`config.mk`:
```
export PLATFORM = sky130hd
export DESIGN_NAME = clint_multi_hart
export DESIGN_NICKNAME = d
export VERILOG_FILES = /design/src/rtl/clint_multi_hart.sv
export SDC_FILE = /design/constraint.sdc
export NUM_CORES = 1
export LEC_CHECK = 0
export ABC_CLOCK_PERIOD_IN_PS = 6480
export BUFFER_PORTS_ARGS = -buffer_cell sky130_fd_sc_hd__buf_2
export CORE_ASPECT_RATIO = 1.2
export CORE_MARGIN = 5
export CORE_UTILIZATION = 55
export CTS_CLUSTER_DIAMETER = 80
export DETAILED_ROUTE_END_ITERATION = 16
export PLACE_DENSITY = 0.81
export SLEW_MARGIN = 20
export SYNTH_ARGS = -nofsm -noshare
export SYNTH_HDL_FRONTEND = slang
export SYNTH_SLANG_ARGS = --single-unit
```
`constraint.sdc`:
```
create_clock -name clock -period 6.48 [get_ports clock]
set_input_delay 0.972 -clock clock [delete_from_list [all_inputs] [get_ports clock]]
set_output_delay 0.972 -clock clock [all_outputs]
set_load 0.005 [all_outputs]
```
`src/rtl/clint_multi_hart.sv`:
```
// Core-local interruptor: shared 64-bit mtime plus per-hart mtimecmp, msip and ssip,
// with a three-state bus handshake (Idle -> Access -> Wait) acknowledging each request once.
module clint_multi_hart #(
    parameter int unsigned DATA_SIZE  = 32,
    parameter int unsigned HART_COUNT = 2,
    parameter int unsigned PRESCALE   = 1
) (
    input  logic                      clock,
    input  logic                      reset,
    input  logic                      rd_en,
    input  logic                      wr_en,
    input  logic [15:0]               addr,
    input  logic [DATA_SIZE-1:0]      wr_data,
    input  logic [DATA_SIZE/8-1:0]    byte_write_enable,
    output logic [DATA_SIZE-1:0]      rd_data,
    output logic                      ack,
    output logic [63:0]               mem_mtime,
    output logic [64*HART_COUNT-1:0]  mem_mtimecmp,
    output logic [HART_COUNT-1:0]     mem_msip,
    output logic [HART_COUNT-1:0]     mem_ssip,
    output logic [HART_COUNT-1:0]     mtip
);

    typedef enum logic [1:0] {StIdle, StAccess, StWait} state_e;

    state_e      state_q;
    logic [63:0] mtime_q, mtime_d;
    logic [31:0] presc_q;
    logic        tick;

    // The bus is viewed as an 8-byte aligned doubleword: data, mask and read-back in 64 bits.
    logic [63:0] wdata_w;
    logic [7:0]  be_w;
    logic [63:0] bmask;
    logic [63:0] rdata_w;
    logic [DATA_SIZE-1:0] rd_sel;

    logic do_write;
    logic in_msip, in_ssip, in_cmp, in_mtime;
    logic unused_addr_lsb;

    assign unused_addr_lsb = ^addr[1:0];

    generate
        if (DATA_SIZE == 64) begin : g_bus64
            logic unused_addr2;
            assign unused_addr2 = addr[2];
            assign wdata_w      = 64'(wr_data);
            assign be_w         = 8'(byte_write_enable);
            assign rd_sel       = DATA_SIZE'(rdata_w);
        end else begin : g_bus32
            assign wdata_w = 64'({wr_data, wr_data});
            assign be_w    = addr[2] ? 8'({byte_write_enable, 4'h0})
                                     : 8'({4'h0, byte_write_enable});
            assign rd_sel  = DATA_SIZE'(addr[2] ? rdata_w[63:32] : rdata_w[31:0]);
        end
    endgenerate

    assign bmask = {{8{be_w[7]}}, {8{be_w[6]}}, {8{be_w[5]}}, {8{be_w[4]}},
                    {8{be_w[3]}}, {8{be_w[2]}}, {8{be_w[1]}}, {8{be_w[0]}}};

    assign in_msip  = (addr[15:12] == 4'h0);
    assign in_ssip  = (addr[15:12] == 4'h1);
    assign in_cmp   = (addr[15:12] == 4'h4);
    assign in_mtime = (addr[15:3] == 13'h17FF);
    assign do_write = (state_q == StIdle) && wr_en;

    // Read-back is ORed across harts; at most one source matches a given address.
    logic [HART_COUNT:0][63:0] rd_acc;
    assign rd_acc[0] = in_mtime ? mtime_q : 64'h0;
    assign rdata_w   = rd_acc[HART_COUNT];

    generate
        for (genvar h = 0; h < HART_COUNT; h++) begin : g_hart
            localparam int unsigned Half = h % 2;

            logic        msip_q, ssip_q, mtip_q;
            logic [63:0] cmp_q;
            logic        hit_pair, hit_cmp;
            logic [63:0] part;

            assign hit_pair = (addr[11:3] == 9'(h / 2));
            assign hit_cmp  = in_cmp && (addr[11:3] == 9'(h));

            always_comb begin
                part = 64'h0;
                if (hit_cmp) begin
                    part = cmp_q;
                end else if (in_msip && hit_pair) begin
                    part[32*Half] = msip_q;
                end else if (in_ssip && hit_pair) begin
                    part[32*Half] = ssip_q;
                end
            end

            assign rd_acc[h+1] = rd_acc[h] | part;

            always_ff @(posedge clock or negedge reset) begin
                if (!reset) begin
                    msip_q <= 1'b0;
                    ssip_q <= 1'b0;
                    cmp_q  <= '1;
                    mtip_q <= 1'b0;
                end else begin
                    if (do_write && in_msip && hit_pair && be_w[4*Half]) begin
                        msip_q <= wdata_w[32*Half];
                    end
                    if (do_write && in_ssip && hit_pair && be_w[4*Half]) begin
                        ssip_q <= wdata_w[32*Half];
                    end
                    if (do_write && hit_cmp) begin
                        cmp_q <= (cmp_q & ~bmask) | (wdata_w & bmask);
                    end
                    mtip_q <= (mtime_q >= cmp_q);
                end
            end

            assign mem_msip[h]               = msip_q;
            assign mem_ssip[h]               = ssip_q;
            assign mtip[h]                   = mtip_q;
            assign mem_mtimecmp[64*h +: 64]  = cmp_q;
        end
    endgenerate

    assign tick = (presc_q == 32'(PRESCALE - 1));

    // A bus write to mtime overrides the tick: unwritten bytes keep the pre-increment value.
    always_comb begin
        mtime_d = mtime_q;
        if (do_write && in_mtime) begin
            mtime_d = (mtime_q & ~bmask) | (wdata_w & bmask);
        end else if (tick) begin
            mtime_d = mtime_q + 64'd1;
        end
    end

    always_ff @(posedge clock or negedge reset) begin
        if (!reset) begin
            mtime_q <= 64'h0;
            presc_q <= 32'h0;
        end else begin
            mtime_q <= mtime_d;
            presc_q <= tick ? 32'h0 : presc_q + 32'd1;
        end
    end

    assign mem_mtime = mtime_q;

    always_ff @(posedge clock or negedge reset) begin
        if (!reset) begin
            state_q <= StIdle;
            ack     <= 1'b0;
            rd_data <= '0;
        end else begin
            unique case (state_q)
                StIdle: begin
                    if (rd_en || wr_en) begin
                        state_q <= StAccess;
                        ack     <= 1'b1;
                        rd_data <= rd_sel;
                    end
                end
                StAccess: begin
                    state_q <= StWait;
                    ack     <= 1'b0;
                end
                StWait: begin
                    if (!rd_en && !wr_en) begin
                        state_q <= StIdle;
                    end
                end
                default: begin
                    state_q <= StIdle;
                    ack     <= 1'b0;
                end
            endcase
        end
    end

endmodule

```
# Word-level counts from Yosys, hierarchy flattened
# Cells that the tools add are included.
word_totals:
  register_bits: 265
  word_cells: 84
op_classes:
  n_reduce_logical: 28
  n_eq_ne: 8
  order_cmp: 2
  bitwise: 11
  muxes: 20
  addsub: 2
ops:
  columns: ["op", "n"]
  rows:
  - ["OR 64 bit", 5]
  - ["AND 64 bit", 4]
  - ["two-way mux 64 bit", 3]
  - ["greater-or-equal comparator 64 bit", 2]
  - ["two-way mux 32 bit", 3]
  - ["adder 64 x 1 -> 64 bit, second input constant", 1]
  - ["NOT 64 bit", 1]
  - ["two-way mux 63 bit", 1]
  - ["adder 32 x 1 -> 32 bit, second input constant", 1]
  - ["logical NOT 32 bit", 1]
  - ["two-way mux 31 bit", 1]
  - ["logical AND 1 bit", 17]
  - ["== test 13 bit, second input constant", 1]
  - ["== test 9 x 1 -> 1 bit, second input constant", 1]
  - ["logical NOT 9 bit", 1]
  - ["two-way mux 8 bit", 1]
  - ["two-way mux 1 bit", 7]
  - ["one-hot mux 2 bit (3 select lines)", 1]
  - ["AND reduction 2 bit", 3]
  - ["== test 4 x 1 -> 1 bit, second input constant", 1]
  - ["== test 4 x 3 -> 1 bit, second input constant", 1]
  - ["logical NOT 4 bit", 1]
  - ["two-way mux 2 bit", 2]
  - ["== test 2 x 1 -> 1 bit, second input constant", 1]
  - ["other kinds (9)", 10]

# Depth between registers and ports, before layout
# Gate-level depths: netlist (run 1).
logic_depth:
  depth_word: 8
  mapped_depth: 10

# Worst setup path after synthesis (run 1)
# Ideal clock, no wire load.
synth_timing:
  kind: "input port to flip-flop"
  startpoint: "input port addr[7]"
  endpoint: "register with a tool-made name"
  setup_ns: 0.128
  arrival_time_ns: 2.660
  path_stages: 9
  path_slack_ns: 3.692
  path_cell_list: "nand4_1 or4_4 buf_6 nor2_1 buf_4 o22ai_1 buf_2 a21oi_1 a21oi_1"
synth_rtl:
  columns: ["item", "line", "text"]
  rows:
  - ["start: declaration", "12", "input logic [15:0] addr,"]

==> results of run 1 <==
==> cell usage after synthesis, drive strengths merged (7+ instances only) <==
master	number
o22ai	22
a21oi	121
nor4	16
o31ai	8
clkbuf	41
a31oi	7
a22o	30
o22a	8
and3	16
xnor2	26
nand4	51
dfstp	128
ha	131
dfrtp	137
a31o	15
a211oi	14
nand3	64
nor2	91
buf	45
a221oi	96
o21a	7
o32ai	11
nor3	16
nor2b	8
a21o	20
and4	17
nand2	219
o21ai	217
inv	145
==> through the flow <==
stage / instance area, um2 / util [%] / total power (uW)
floorplan: 16500 / - / 2200
global placement: 18100 / 61.1 / 2490
detailed placement: 18100 / 61.1 / 2510
CTS: 19000 / 64.3 / 4160
global route: 19100 / 64.4 / 4310
finish: 19100 / 64.4 / 4170
==> worst max-delay path, cell delays in order <==
cell and delay (ps):
buf_2 110, or4_4 560, nor3_2 190, nand3_1 590, nor2_1 1000, mux2_2 410
==> layout make-up <==
| class | instances | area, um2 | share of cell area (%) |
|---|---|---|---|
| multi-input combinational | 1321 | 8730 | 45.8 |
| sequential | 265 | 6790 | 35.6 |
| timing repair buffer | 299 | 1560 | 8.16 |
| clock buffer | 46 | 891 | 4.67 |
| inverter | 145 | 544 | 2.85 |
| tap | 390 | 488 | 2.56 |
| clock inverter | 7 | 60.1 | 0.315 |
| antenna | 5 | 12.5 | 0.0656 |
==> cells by family (layout without fill, tap and decap cells) <==
kind of cell / after synthesis / in the layout / synth area share (%)
mux: 11 / 11 / 0.715
flops: 265 / 265 / 41.3
simple gates: 530 / 530 / 16.1
buf+inv: 231 / 497 / 5.89
fa+ha+maj: 131 / 131 / 9.96
compound gates: 619 / 619 / 24.5
xor+xnor: 30 / 30 / 1.60
other cells: 0 / 5 / 0
==> how the worst min path moves through the flow <==
stage | startpoint | endpoint | slack, ps | depth (start not counted)
global route | presc_q[31] | presc_q[31] | 500 | 1
finish | reset | rd_data[9] | 450 | 1
global placement | presc_q[31] | presc_q[31] | 470 | 1
CTS | presc_q[31] | presc_q[31] | 480 | 1
floorplan | presc_q[31] | presc_q[31] | 450 | 1
detailed placement | presc_q[31] | presc_q[31] | 470 | 1
==> power by group <==
group | internal [uW] | switching [uW]
Combinational | 255 | 353
Clock | 975 | 695
Sequential | 1760 | 131
==> layer usage <==
metal / wire (um) / GRT usage (%) / vias up
li1: - / - / 7240
met1: 20800 / 42.3 / 7773
met2: 25300 / 50.8 / 1192
met3: 6480 / 5.52 / 248
met4: 3530 / 19.4 / 0
met5: 0 / 0 / -
==> impl_metrics.csv, run 1 <==
group,metric,value,unit
logic_synthesis,synthFlopType,"dfrtp_1",
floorplan,die_x,168,um
clock_network,insertion_delay,560,ps
setup_path,arrival,3850,ps
logic_synthesis,synth_top_cell_area_share,20.8,%
cells_and_area,area_growth,15.9,%
place,dpl.cell_count,2420,
floorplan,die-area,33500,um2
cells_and_area,layout_common_cells,"buf_2 (283), nand2_1 (218), o21ai_0 (214)",
sta,hold_viol,0,
logic_synthesis,synth_fp_nets,2004,
place,gp_congestion,0.928,
logic_synthesis,synth.avg_cell_area,9.06,um2
route,avgRoutedWirePerCell,22.6,um
logic_synthesis,synth_edf_count,0,
floorplan,die_h,199,um
cells_and_area,nets,2248,
route,via_per_inst,6.64,
global_routing,grt_max_degree,152,
floorplan,ios,287,
setup_path,r2r_setup_slack,3250,ps
setup_path,endpoint_kind,"flip-flop",
sta,hold_ws,455,ps
route,vias,16453,
clock_network,path_clk_slew,60,ps
route,finalWirelength,56.0,mm
setup_path,crit_required,6960,ps
floorplan,rows,69,
floorplan,initial_core_util,55.6,%
sta,slew-limit-headroom,26.8,%
setup_path,reg2regPathDepth,7,
cells_and_area,final_cells,2478,
global_routing,overflow,0,
sta,tns,0,ps
clock_network,clockRootBuffer,"clkbuf_16",
cells_and_area,final_common_cell,"buf_2",
logic_synthesis,syn_area,16500,um2
sta,finalSetupViolCount,0,
place,dp_hpwl,40.7,mm
logic_synthesis,ys_ff_latch,265,
power,powerDensity,219,nW/um2
setup_path,path_class,"input pin to flip-flop",
route,drtIter0Drc,2126,
place,portBuffers,284,
sta,min_period,3360,ps
job,max-cap-violations,0,
sta,drv_slew,0,
setup_path,crit_fanout,15,
setup_path,crit_start,"addr[9]",
clock_network,clk_path_buf_depth,3,
logic_synthesis,seq_area_frac_synth,41.3,%
sta,timing.final.ws_setup,3120,ps
cells_and_area,n_fill_cell,2410,
place,pre_cts_ws,2580,ps
global_routing,grt_pass1_wl,87.4,mm
logic_synthesis,syn_inst,1817,
route,drcViolationCount,0,
sta,fin_crit_sh,51.9,%
floorplan,core,29600,um2
status,status,"completed",
logic_synthesis,synth_top_area_cell,"dfrtp_1",
route,drt_first_pass_iters,6,
sta,fin_worst_skew,13.5,ps
logic_synthesis,yosysWarnings,0,
clock_network,post-cts-setup-buffers,0,
clock_network,cts_hold_buf,0,
sta,rsz0062_at_grt,"no",
sta,max_freq,297,MHz
setup_path,reg2reg_to,"g_hart[1].mtip_q",
logic_synthesis,synth_cell_types,76,
clock_network,cts_tree,"yes",
power,power_leakage,0.00918,uW
clock_network,cts_resized,0,
hold_path,hold_class,"input pin to async pin",
logic_synthesis,synth_area_leaders,"dfrtp_1 (21%), dfstp_2 (20%), ha_1 (10%)",
global_routing,grt_pass1_vias,16059,
clock_network,htree_levels,1,
logic_synthesis,async_flop_share,100,%
cells_and_area,drive_above_1_share,25.0,%
route,ant_nets,0,
clock_network,numClockSinks,265,
global_routing,grtUsageTotal,32.4,%
setup_path,cp-start-kind,"input pin",
global_routing,antenna_found_initial,6,
power,vdd_drop_max,0.000209,V
sta,worstMarginPinSlew,1080,ps
clock_network,cts_buffers,29,
No activity file was read; power rests on OpenSTA's default activity.
==> inputs of run 2 (changes only) <==
Settings changed: ABC_AREA set to 1, ABC_CLOCK_PERIOD_IN_PS 6480 to 3300, PLACE_DENSITY 0.81 to 0.79.
Clock period 6.48 ns to 3.3 ns, I/O delays scaled along.
==> run 2 against run 1 <==
Compared with the run above:
- clock power up 120%
- combinational power grew 110%
- sequential share of layout area down 4.6 points
- largest cell class unchanged
==> impl_metrics.csv, run 2 <==
group,metric,value,unit
logic_synthesis,synth_top_area_cell,"dfrtp_1",
clock_network,path_clk_slew,60,ps
sta,min_period,2650,ps
clock_network,clockRootBuffer,"clkbuf_16",
clock_network,numClockSinks,265,
logic_synthesis,seq_area_frac_synth,35.8,%
setup_path,endpoint_kind,"flip-flop",
global_routing,grt_pass1_vias,19987,
setup_path,crit_required,3760,ps
cells_and_area,nets,3227,
power,vdd_drop_max,0.000369,V
logic_synthesis,synth_cell_types,44,
floorplan,die-area,38300,um2
sta,worstMarginPinSlew,790,ps
clock_network,clk_path_buf_depth,3,
floorplan,rows,74,
route,via_per_inst,5.85,
clock_network,post-cts-setup-buffers,0,
setup_path,cp-start-kind,"flip-flop",
global_routing,grt_max_degree,77,
route,drtIter0Drc,2202,
cells_and_area,utilization,64.3,%
job,max-cap-violations,0,
sta,finalSetupViolCount,0,
logic_synthesis,synth_fp_nets,2963,
place,placed_area,20800,um2
logic_synthesis,synth_top_cell_area_share,18.1,%
status,status,"completed",
cells_and_area,drive_above_1_share,17.6,%
power,powerDensity,394,nW/um2
cells_and_area,final_common_cell,"nand2_1",
logic_synthesis,yosysWarnings,0,
sta,hold_viol,0,
setup_path,crit_fanout,15,
sta,fin_worst_skew,10.5,ps
sta,fin_crit_sh,80.4,%
logic_synthesis,synth_area_leaders,"dfrtp_1 (18%), dfstp_2 (18%), nand2_1 (17%)",
route,avgRoutedWirePerCell,19.9,um
power,power,8640,uW
sta,tns,0,ps
clock_network,cts_tree,"yes",
route,finalWirelength,70.1,mm
place,gp_congestion,1.02,
cells_and_area,layout_common_cells,"nand2_1 (836), inv_1 (311), nor2_1 (306)",
sta,slew-limit-headroom,47.3,%
setup_path,path_class,"flip-flop to flip-flop",
sta,max_freq,377,MHz
clock_network,htree_levels,1,
logic_synthesis,syn_inst,2776,
cells_and_area,final_cell_area,21900,um2
logic_synthesis,syn_area,19000,um2
setup_path,arrival,3120,ps
logic_synthesis,synth.avg_cell_area,6.83,um2
logic_synthesis,synthFlopType,"dfrtp_1",
sta,rsz0062_at_grt,"no",
floorplan,ios,287,
route,vias,20584,
floorplan,initial_core_util,55.6,%
logic_synthesis,ys_ff_latch,265,
route,drcViolationCount,0,
hold_path,hold_class,"input pin to flip-flop",
cells_and_area,antenna_cells,0,
floorplan,die_h,213,um
logic_synthesis,netlist_top_cells_count,"nand2_1 (836), inv_1 (311), nor2_1 (309)",
sta,drv_slew,0,
place,dp_hpwl,53.4,mm
global_routing,grtUsageTotal,35.2,%
cells_and_area,area_growth,15.6,%
clock_network,cts_buffers,30,
clock_network,insertion_delay,580,ps
global_routing,grt_pass1_wl,108,mm
floorplan,core,34100,um2
route,ant_nets,0,
logic_synthesis,synth.most_common_cell,"nand2_1",
global_routing,overflow,0,
route,drt_first_pass_iters,6,
place,portBuffers,284,
power,power_leakage,0.0110,uW
floorplan,die_x,179,um
global_routing,antenna_found_initial,1,
logic_synthesis,synth_edf_count,0,
logic_synthesis,async_flop_share,100,%
[run 2: repair_timing]
item | in CTS | in global routing
hold endpoints to repair | 23 | 0
endpoints found under the setup margin | 0 | 0
gates resized for setup | 0 | 0
hold buffers | 1 | 0
[run 2: stage by stage]
stage	worst slack, ps	hold WS, ps	std cells
floorplan	1470	199	2776
global placement	695	458	3463
detailed placement	653	462	3463
CTS	715	125	3520
global route	428	161	3520
finish	645	152	3520
[run 2: path summary, 6_finish.rpt]
check	from	end	slack [ps]	cells past startpoint
worst max-delay path	presc_q[8]	flip-flop	650	10
worst min-delay path	wr_data[26]	flip-flop	150	3
worst max register to register	presc_q[8]	flip-flop	650	10
worst min register to register	rd_data[27]	rd_data[27]	480	2
max in group asynchronous	reset	async pin	1950	3
min in group asynchronous	reset	rd_data[6]	490	2
[run 2: area by class of cell]
| type | instances | area, um2 |
|---|---|---|
| clock buffers | 46 | 922 |
| clock inverters | 10 | 154 |
| fillers | 3186 | 12200 |
| inverters | 321 | 1200 |
| multi-input cells | 2109 | 10600 |
| flip-flops and latches | 265 | 6790 |
| well taps | 456 | 571 |
| repair buffers | 313 | 1700 |
[run 2: routing by layer]
layer	up-vias	track usage [%]	share of wire [%]
met5	-	0	0.019
met1	9559	42.8	37
li1	9518	-	-
met2	1198	59.8	47
met4	2	20.9	6.7
met3	307	5.72	9.3
[run 2: cell families after synthesis]
family	share of synthesized area, %
buf+inv	8.47
flops	35.8
fa+ha+maj	8.65
compound gates	11.2
xor+xnor	1.99
simple gates	33.8
[run 2: critical path, cell delays in order, from the launching register on]
cell and delay (ps):
dfrtp_1 430, nor2_1 170, nand2_1 70, nor2_1 250, nand2_1 130, o21ai_2 660
nand2_1 370, inv_2 270, nand2_1 70, nand2_1 60, nand2_1 60
[run 2: where the power goes]
group	leakage [uW]	switching, uW	internal (uW)
Sequential	0.00318	215	3490
Combinational	0.00731	820	441
Clock	0.000534	1450	2220
Total	0.0110	2490	6150
